$ cat config.mk
export PLATFORM = sky130hd
export DESIGN_NAME = bcd_counter_n
export DESIGN_NICKNAME = d
export VERILOG_FILES = /design/src/rtl/bcd_counter_n.sv
export SDC_FILE = /design/constraint.sdc
export NUM_CORES = 1
export LEC_CHECK = 0
export CELL_PAD_IN_SITES_DETAIL_PLACEMENT = 1
export CELL_PAD_IN_SITES_GLOBAL_PLACEMENT = 1
export CORE_UTILIZATION = 40
export CTS_CLUSTER_SIZE = 20
export DETAILED_ROUTE_END_ITERATION = 10
export GPL_TIMING_DRIVEN = 0
export PLACE_DENSITY_LB_ADDON = 0.1
export SKIP_CTS_REPAIR_TIMING = 1
export SYNTH_ARGS = -nofsm -noshare
export SYNTH_HDL_FRONTEND = slang
export SYNTH_SLANG_ARGS = --single-unit
$ cat constraint.sdc
create_clock -name clk -period 4 [get_ports clk]
set_input_delay 1 -clock clk [delete_from_list [all_inputs] [get_ports clk]]
set_output_delay 1 -clock clk [all_outputs]
set_load 0.01 [all_outputs]
$ cat src/rtl/bcd_counter_n.sv
`default_nettype none
// ============================================================================
//  Module      : bcd_counter_n
//  Description : N-digit packed-BCD up/down counter with enable tick, parallel
//                load, synchronous clear, wrap/saturate and a registered tc.
//  Revision    : 1.0  - initial release
// ============================================================================
module bcd_counter_n #(
    parameter int DIGITS = 4,
    parameter bit WRAP   = 1'b1
) (
    input  logic                clk,
    input  logic                reset_n,
    input  logic                en,
    input  logic                up,
    input  logic                clear,
    input  logic                load,
    input  logic [4*DIGITS-1:0] load_val,
    output logic [4*DIGITS-1:0] count,
    output logic                tc,
    output logic                at_max,
    output logic                at_min
);

    localparam bit c_SATURATE = (WRAP == 1'b0);

    logic [4*DIGITS-1:0] r_count;
    logic                r_tc;
    logic [4*DIGITS-1:0] w_inc;
    logic [4*DIGITS-1:0] w_dec;
    logic [4*DIGITS-1:0] w_load;
    // w_low9[i] / w_low0[i]: every digit below i is 9 / 0 (bit DIGITS covers all)
    logic [DIGITS:0]     w_low9;
    logic [DIGITS:0]     w_low0;
    logic                w_term;
    logic                w_hold;

    assign w_low9[0] = 1'b1;
    assign w_low0[0] = 1'b1;

    for (genvar gi = 0; gi < DIGITS; gi++) begin : g_digit
        logic [3:0] w_d;
        logic [3:0] w_ld;

        assign w_d  = r_count[4*gi +: 4];
        assign w_ld = load_val[4*gi +: 4];

        assign w_low9[gi+1] = w_low9[gi] & (w_d == 4'd9);
        assign w_low0[gi+1] = w_low0[gi] & (w_d == 4'd0);

        assign w_inc[4*gi +: 4] = !w_low9[gi]   ? w_d  :
                                  (w_d == 4'd9) ? 4'd0 : w_d + 4'd1;
        assign w_dec[4*gi +: 4] = !w_low0[gi]   ? w_d  :
                                  (w_d == 4'd0) ? 4'd9 : w_d - 4'd1;
        assign w_load[4*gi +: 4] = (w_ld > 4'd9) ? 4'd9 : w_ld;
    end

    assign at_max = w_low9[DIGITS];
    assign at_min = w_low0[DIGITS];
    assign w_term = up ? at_max : at_min;
    assign w_hold = c_SATURATE & w_term;

    always_ff @(posedge clk or negedge reset_n) begin
        if (!reset_n) begin
            r_count <= '0;
            r_tc    <= 1'b0;
        end else if (clear) begin
            r_count <= '0;
            r_tc    <= 1'b0;
        end else if (load) begin
            r_count <= w_load;
            r_tc    <= 1'b0;
        end else if (en) begin
            // tc flags the terminal value even when saturating
            r_tc <= w_term;
            if (!w_hold) begin
                r_count <= up ? w_inc : w_dec;
            end
        end else begin
            r_tc <= 1'b0;
        end
    end

    assign count = r_count;
    assign tc    = r_tc;

endmodule
`default_nettype wire
==> key figures, run 1 <==
Routing
  – Vias per cell: a little over 6
  – Final ANT Viol Nets: 0
  – DRC viols: 0
  – Wire length after detailed routing: ~5.6 mm
  – Drt first pass iters: 4
  – Routed len/inst: 17.95 µm
  – 1st-iter DRT viols: 83
  – Routed vias: between 1.5k and 2k

Synthesis
  – Syn. warnings: 0
  – Post-Syn Area: approximately 1800 µm²
  – Number of synthesized flops with an enable pin: 0
  – Async SR Flop Fraction: 1.000
  – Syn Inst Count: approximately 220
  – #FFs+latches synth: 17
  – Post-Syn Nets: roughly 240
  – Syn Area/Cell: ~8.0 µm²
  – Post-synth top flop: dfrtp_1
  – Sequential area share after synthesis: 0.2430
  – Cell variety after synth: 59

Floorplan
  – # IOs: 41
  – Die Wd: a little under 70 µm
  – Row count: 23
  – Die area: 4644 µm²
  – Overall die height: around 70 µm
  – Initial Util: 0.4284
  – Core Region: approximately 4100 µm²

Layout
  – Fillcell total: a little over 500
  – # diodes: 0
  – Register area: 425.4 µm²
  – Area grow syn2layout: 27.88%
  – Multi-input combinational cell area: between 1000 and 1500 µm²
  – Share of cells above drive strength 1: 0.05769
  – Final instance area: 2238 µm²
  – # nets final: around 290

Global routing
  – Vias in the first global route: ~1.8k
  – Largest net degree at the start of global routing: 18
  – Total grt overflow: 0
  – GRT Util Overall: 0.2578
  – Antenna violations before repair: 0
  – First-pass GRT wire length: approximately 9 mm

Setup path
  – Crit Reg-Reg Endpoint: count[12]
  – Reg-to-reg slack, setup: about 1700 ps
  – Crit Reg-Reg Startpoint: count[4]
  – Arr. time, crit path: between 2000 and 3000 ps
  – Worst setup EP type: output pin
  – Setup CP Type: reg2out
  – Kind of start point of the critical path: flip-flop
  – Critical path fanouts, max: 10
  – Worst R2R Path Depth: 6
  – Req. time, crit path: 3000 ps

Clock tree
  – Clk_lat worst skew: 260 ps
  – Clk slew on worst S/H paths: 70 ps
  – Total CTS buffers: 3
  – Clock root cell: clkbuf_8
  – CTS tree: yes
  – Clk buf depth: 2
  – H-Tree Depth: 1
  – CTS Sinks: 17

Power
  – Internal power: approximately 0.35 mW
  – Combinational share of power: 0.386
  – Worst VDD drop: roughly 0.15 mV
  – Sw frac: 0.3557
  – Total power: approximately 0.54 mW
  – Flop pwr share: 0.356
  – Clock power frac: 0.258
  – Switching pwr: 0.1934 mW
  – Leak pwr: between 0.8 and 0.9 nW
  – PwrDens: 243.0 nW/µm²

Job
  – Total of max-cap violations: 0

Place
  – PortBufs: 38
  – HPWL Detailed: 4.126 mm
  – GPL Wtd Cong: approximately 0.84
  – Placed inst area: roughly 2200 µm²

Min path
  – Worst min path class: reg2reg
  – Worst Hold Path EP: count[5]
  – Hold path cells: 2
  – Hold_sp: count[5]

Timing
  – Max_slew headroom: 0.4055
  – Min Clock Period, post-route: between 3000 and 4000 ps
  – Least-Margin Pin Slew: 888.9 ps
  – Max Clock Skew: roughly 5 ps
  – Final Cycle Share: 0.9151
  – Achievable Freq: ~270 MHz
  – RSZ-0062 raised after global routing: no
  – Max-slew violations: 0
  – Fin Setup TNS: 0 ps
  – Finish-stage setup viols: 0
  – Final Hold Fails: 0

Status
  – Outcome: complete, no violations
layout make-up:
class / instances / area share
plain buffers: 22 / 0.04136
repair buffers: 38 / 0.1699
well taps: 50 / 0.02795
inverters: 11 / 0.01845
clock buffers: 4 / 0.02012
multi-input cells: 168 / 0.5321
flip-flops and latches: 17 / 0.1901
through the flow:
step,utilization,setup slack (ps),instances,hold WS [ps]
2_1_floorplan,-,1415,218,666.6
3_3_place_gp,0.5367,713.9,306,678.1
3_5_place_dp,0.5367,649.9,306,694.0
4_1_cts,0.5478,364.4,310,706.8
5_1_grt,0.5478,243.5,310,745.1
6_report,0.5478,339.4,310,705.0
flip-flops by register name, summed over array words and instances (netlist names):
register and flops:
tc 1, count 16
cells in the mapped netlist (3+ instances only):
library cell,instances,area (µm²)
clkbuf_1,17,63.81
a221oi_1,8,70.07
ha_1,3,37.54
nor2b_1,6,37.54
nand2_1,18,67.56
nand4_1,6,37.54
xnor2_1,5,43.79
o31ai_1,6,45.04
nand4b_1,3,26.28
nor2_1,11,41.29
mux2i_1,4,40.04
nor3b_1,5,37.54
nand2b_1,3,18.77
and3_1,5,31.28
a31oi_1,5,31.28
a21oi_1,11,55.05
inv_1,11,41.29
o21ai_0,6,30.03
nand3_1,5,25.02
a211o_1,3,26.28
nor4bb_1,3,30.03
dfrtp_1,17,425.4
nor3_1,7,35.03
a211oi_1,4,30.03
critical path, stage by stage (launching register included):
cell and delay (ps):
dfrtp_1 350, clkbuf_1 390, nor4bb_1 490, nor4bb_1 540, clkdlybuf4s50_1 630
placed cells by master, fill, tap and decap left out, drive strengths merged, types with 6 or more instances in the layout:
master,n
a221oi,8
clkdlybuf4s50,38
clkbuf,21
a21oi,11
nor3,8
nor3b,6
o31ai,6
o21ai,7
nor2b,6
nand4,6
dfrtp,17
nand2,18
inv,11
nor2,11
worst max path at each step:
stage	startpoint	end	slack, ps	depth (start not counted)
2_1_floorplan	count[4]	at_min	1420	5
3_3_place_gp	count[3]	at_max	710	4
3_5_place_dp	count[3]	at_max	650	4
4_1_cts	count[3]	at_max	360	4
5_1_grt	count[4]	at_min	240	6
6_report	count[3]	at_max	340	4
cells by family (layout without fill, tap and decap cells):
family | count (synthesis) | count (layout) | share of synthesized area
AND/OR/NAND/NOR | 92 | 92 | 0.3417
AO/OA/AOI/OAI | 62 | 62 | 0.2595
buffers and inverters | 33 | 75 | 0.07648
flip-flops | 17 | 17 | 0.2430
XOR/XNOR | 7 | 7 | 0.03503
multiplexers | 4 | 4 | 0.02287
adder cells (fa/ha/maj) | 3 | 3 | 0.02145
power by group through the flow:
stage / registers (mW) / logic [mW] / clock network (mW)
floorplan: 0.200 / 0.123 / 0
global placement: 0.197 / 0.203 / 0
detailed placement: 0.197 / 0.208 / 0
CTS: 0.194 / 0.209 / 0.141
global route: 0.196 / 0.228 / 0.145
finish: 0.194 / 0.210 / 0.140
metal layers:
layer  vias to the layer above  track usage  share of wire  wire, µm
met5                         -            0              0         0
met4                         0      0.05208         0.0099        55
met3                         6      0.02500          0.021       117
met2                        35       0.4449           0.50      2782
met1                       938       0.3451           0.47      2608
li1                        910            -              -         -
(Power assumes the default switching activity.)
==> run 2, diff against run 1 <==
CORE_UTILIZATION = 41   (was 40)
CTS_BUF_LIST = sky130_fd_sc_hd__clkbuf_8   (was unset)
GPL_ROUTABILITY_DRIVEN = 0   (was unset)
==> run 2 against run 1 <==
Sequential share of layout area barely moved. Global-route usage rose by 0.77 points. Worst setup slack got worse by 64 ps. Sequential power barely moved. Fmax fell by 1.7%. Clock skew fell by 2.6 ps. Combinational power barely moved. Non-clock buffer count did not move. Critical path depth did not move. Flip-flop and latch count did not move. Cell area barely moved. Total power rose by 0.87%.
==> key figures, run 2 (synthesis results as in run 1) <==
Status
  – Outcome: complete, no violations

Setup path
  – Arr. time, crit path: approximately 2700 ps
  – Setup CP Type: reg2out
  – Req. time, crit path: 3000 ps
  – Worst setup EP type: output pin
  – Critical path fanouts, max: 10
  – Kind of start point of the critical path: flip-flop

Global routing
  – Total grt overflow: 0
  – First-pass GRT wire length: around 9.0 mm
  – Antenna violations before repair: 0
  – GRT Util Overall: 0.2655
  – Vias in the first global route: 1774
  – Largest net degree at the start of global routing: 18

Routing
  – Highest metal used: met4
  – Wire length after detailed routing: 5.551 mm
  – Met2 Wirelength: approximately 2.5 mm
  – 1st-iter DRT viols: roughly 130
  – DRC viols: 0
  – Met3 wire len: roughly 200 µm
  – Drt first pass iters: 4
  – Routed vias: ~1.9k
  – Vias per cell: 6.035
  – Routed len/inst: about 18 µm
  – Wire length on met1: about 2.8 mm
  – Final ANT Viol Nets: 0

Layout
  – # diodes: 0
  – Commonest non-fill, non-tap cell in the layout: clkdlybuf4s50_1
  – Max reg flops: 16
  – # nets final: roughly 290
  – Share of cells above drive strength 1: 0.06154
  – Commonest cells after routing, fill and taps aside: clkdlybuf4s50_1 (38), nand2_1 (18), clkbuf_1 (17), dfrtp_1 (17)
  – Area grow syn2layout: 27.95%

Floorplan
  – Overall die height: ~67 µm
  – Core Region: between 4000 and 5000 µm²
  – Initial Util: 0.4314
  – # IOs: between 40 and 50
  – Die Wd: about 67 µm
  – Row count: 23
  – Die area: around 4500 µm²

Timing
  – Final Cycle Share: 0.9312
  – Min Clock Period, post-route: 3725 ps
  – Fin Setup TNS: 0 ps
  – Achievable Freq: ~270 MHz
  – RSZ-0062 raised after global routing: no
  – Finish-stage setup viols: 0
  – Max-slew violations: 0
  – Least-Margin Pin Slew: 906.4 ps
  – Hold slack: 754.2 ps
  – Final Hold Fails: 0
  – Max_slew headroom: 0.3938
  – Max Clock Skew: about 2.4 ps

Power
  – PwrDens: roughly 240 nW/µm²
  – Leak pwr: 0.8648 nW
  – Worst VDD drop: roughly 0.13 mV

Clock tree
  – CTS tree: yes
  – Clk slew on worst S/H paths: around 80 ps
  – H-Tree Depth: 1
  – Total CTS buffers: 3
  – Clk buf depth: 2
  – Clock root cell: clkbuf_8
  – CTS Sinks: 17
  – Clk_lat worst skew: 270 ps

Job
  – Total of max-cap violations: 0

Place
  – HPWL Detailed: around 4.1 mm
  – PortBufs: 38

Min path
  – Worst min path class: reg2reg
run 2: cell types whose count changed in the layout (fill, tap and decap cells not counted), sizes merged:
| cell | previous run | this run |
|---|---|---|
| clkbuf | 21 | 20 |
| clkinv | 0 | 1 |
run 2: layer usage:
layer	vias up	GRT usage
li1	906	-
met4	0	0.09043
met1	900	0.3849
met2	58	0.4088
met3	7	0.02196
met5	-	0
run 2: area by class of cell:
type / instances / area, µm²
Fill cell: 491 / 1818
Multi-Input combinational cell: 168 / 1191
Sequential cell: 17 / 425.4
Timing Repair Buffer: 38 / 380.4
Buffer: 22 / 92.59
Tap cell: 50 / 62.56
Clock buffer: 3 / 41.29
Inverter: 11 / 41.29
Clock inverter: 1 / 5.005
run 2: report_power, final:
group          internal [mW]  switching [mW]  total, mW
clock                 0.0697          0.0765      0.146
combinational         0.0971           0.111      0.208
sequential             0.182          0.0121      0.194
total                  0.349           0.200      0.549
run 2: critical path: stages (launching register included):
cell             delay, ps
dfrtp_1                350
clkbuf_1               410
nor4bb_1               530
nor4bb_1               540
clkdlybuf4s50_1        630
run 2: path summary, 6_finish.rpt:
check	start	end	slack [ps]	cells past startpoint
worst max-delay path	count[3]	at_max	280	4
worst min-delay path	count[5]	count[5]	750	2
worst max register to register	count[5]	count[11]	1710	6
worst min register to register	count[5]	count[5]	750	2
max in group asynchronous	reset_n	count[9]	2210	1
min in group asynchronous	reset_n	tc	1240	1
run 2: stage by stage:
stage	util	cells	setup slack, ps	cell area, µm²	power [mW]
final	0.5520	310	275.3	2240	0.5486
after floorplan	-	218	1415	1750	0.3235
after global placement	0.5405	306	730.3	2193	0.3996
after CTS	0.5520	310	343.6	2240	0.5474
after detailed placement	0.5405	306	705.1	2193	0.4042
after global routing	0.5520	310	168.2	2240	0.5743
==> run 3, diff against run 2 <==
GPL_ROUTABILITY_DRIVEN = 1   (was 0)
==> results of run 3 <==
Same layout as run 2: the final DEF is identical, and so are final timing and power.
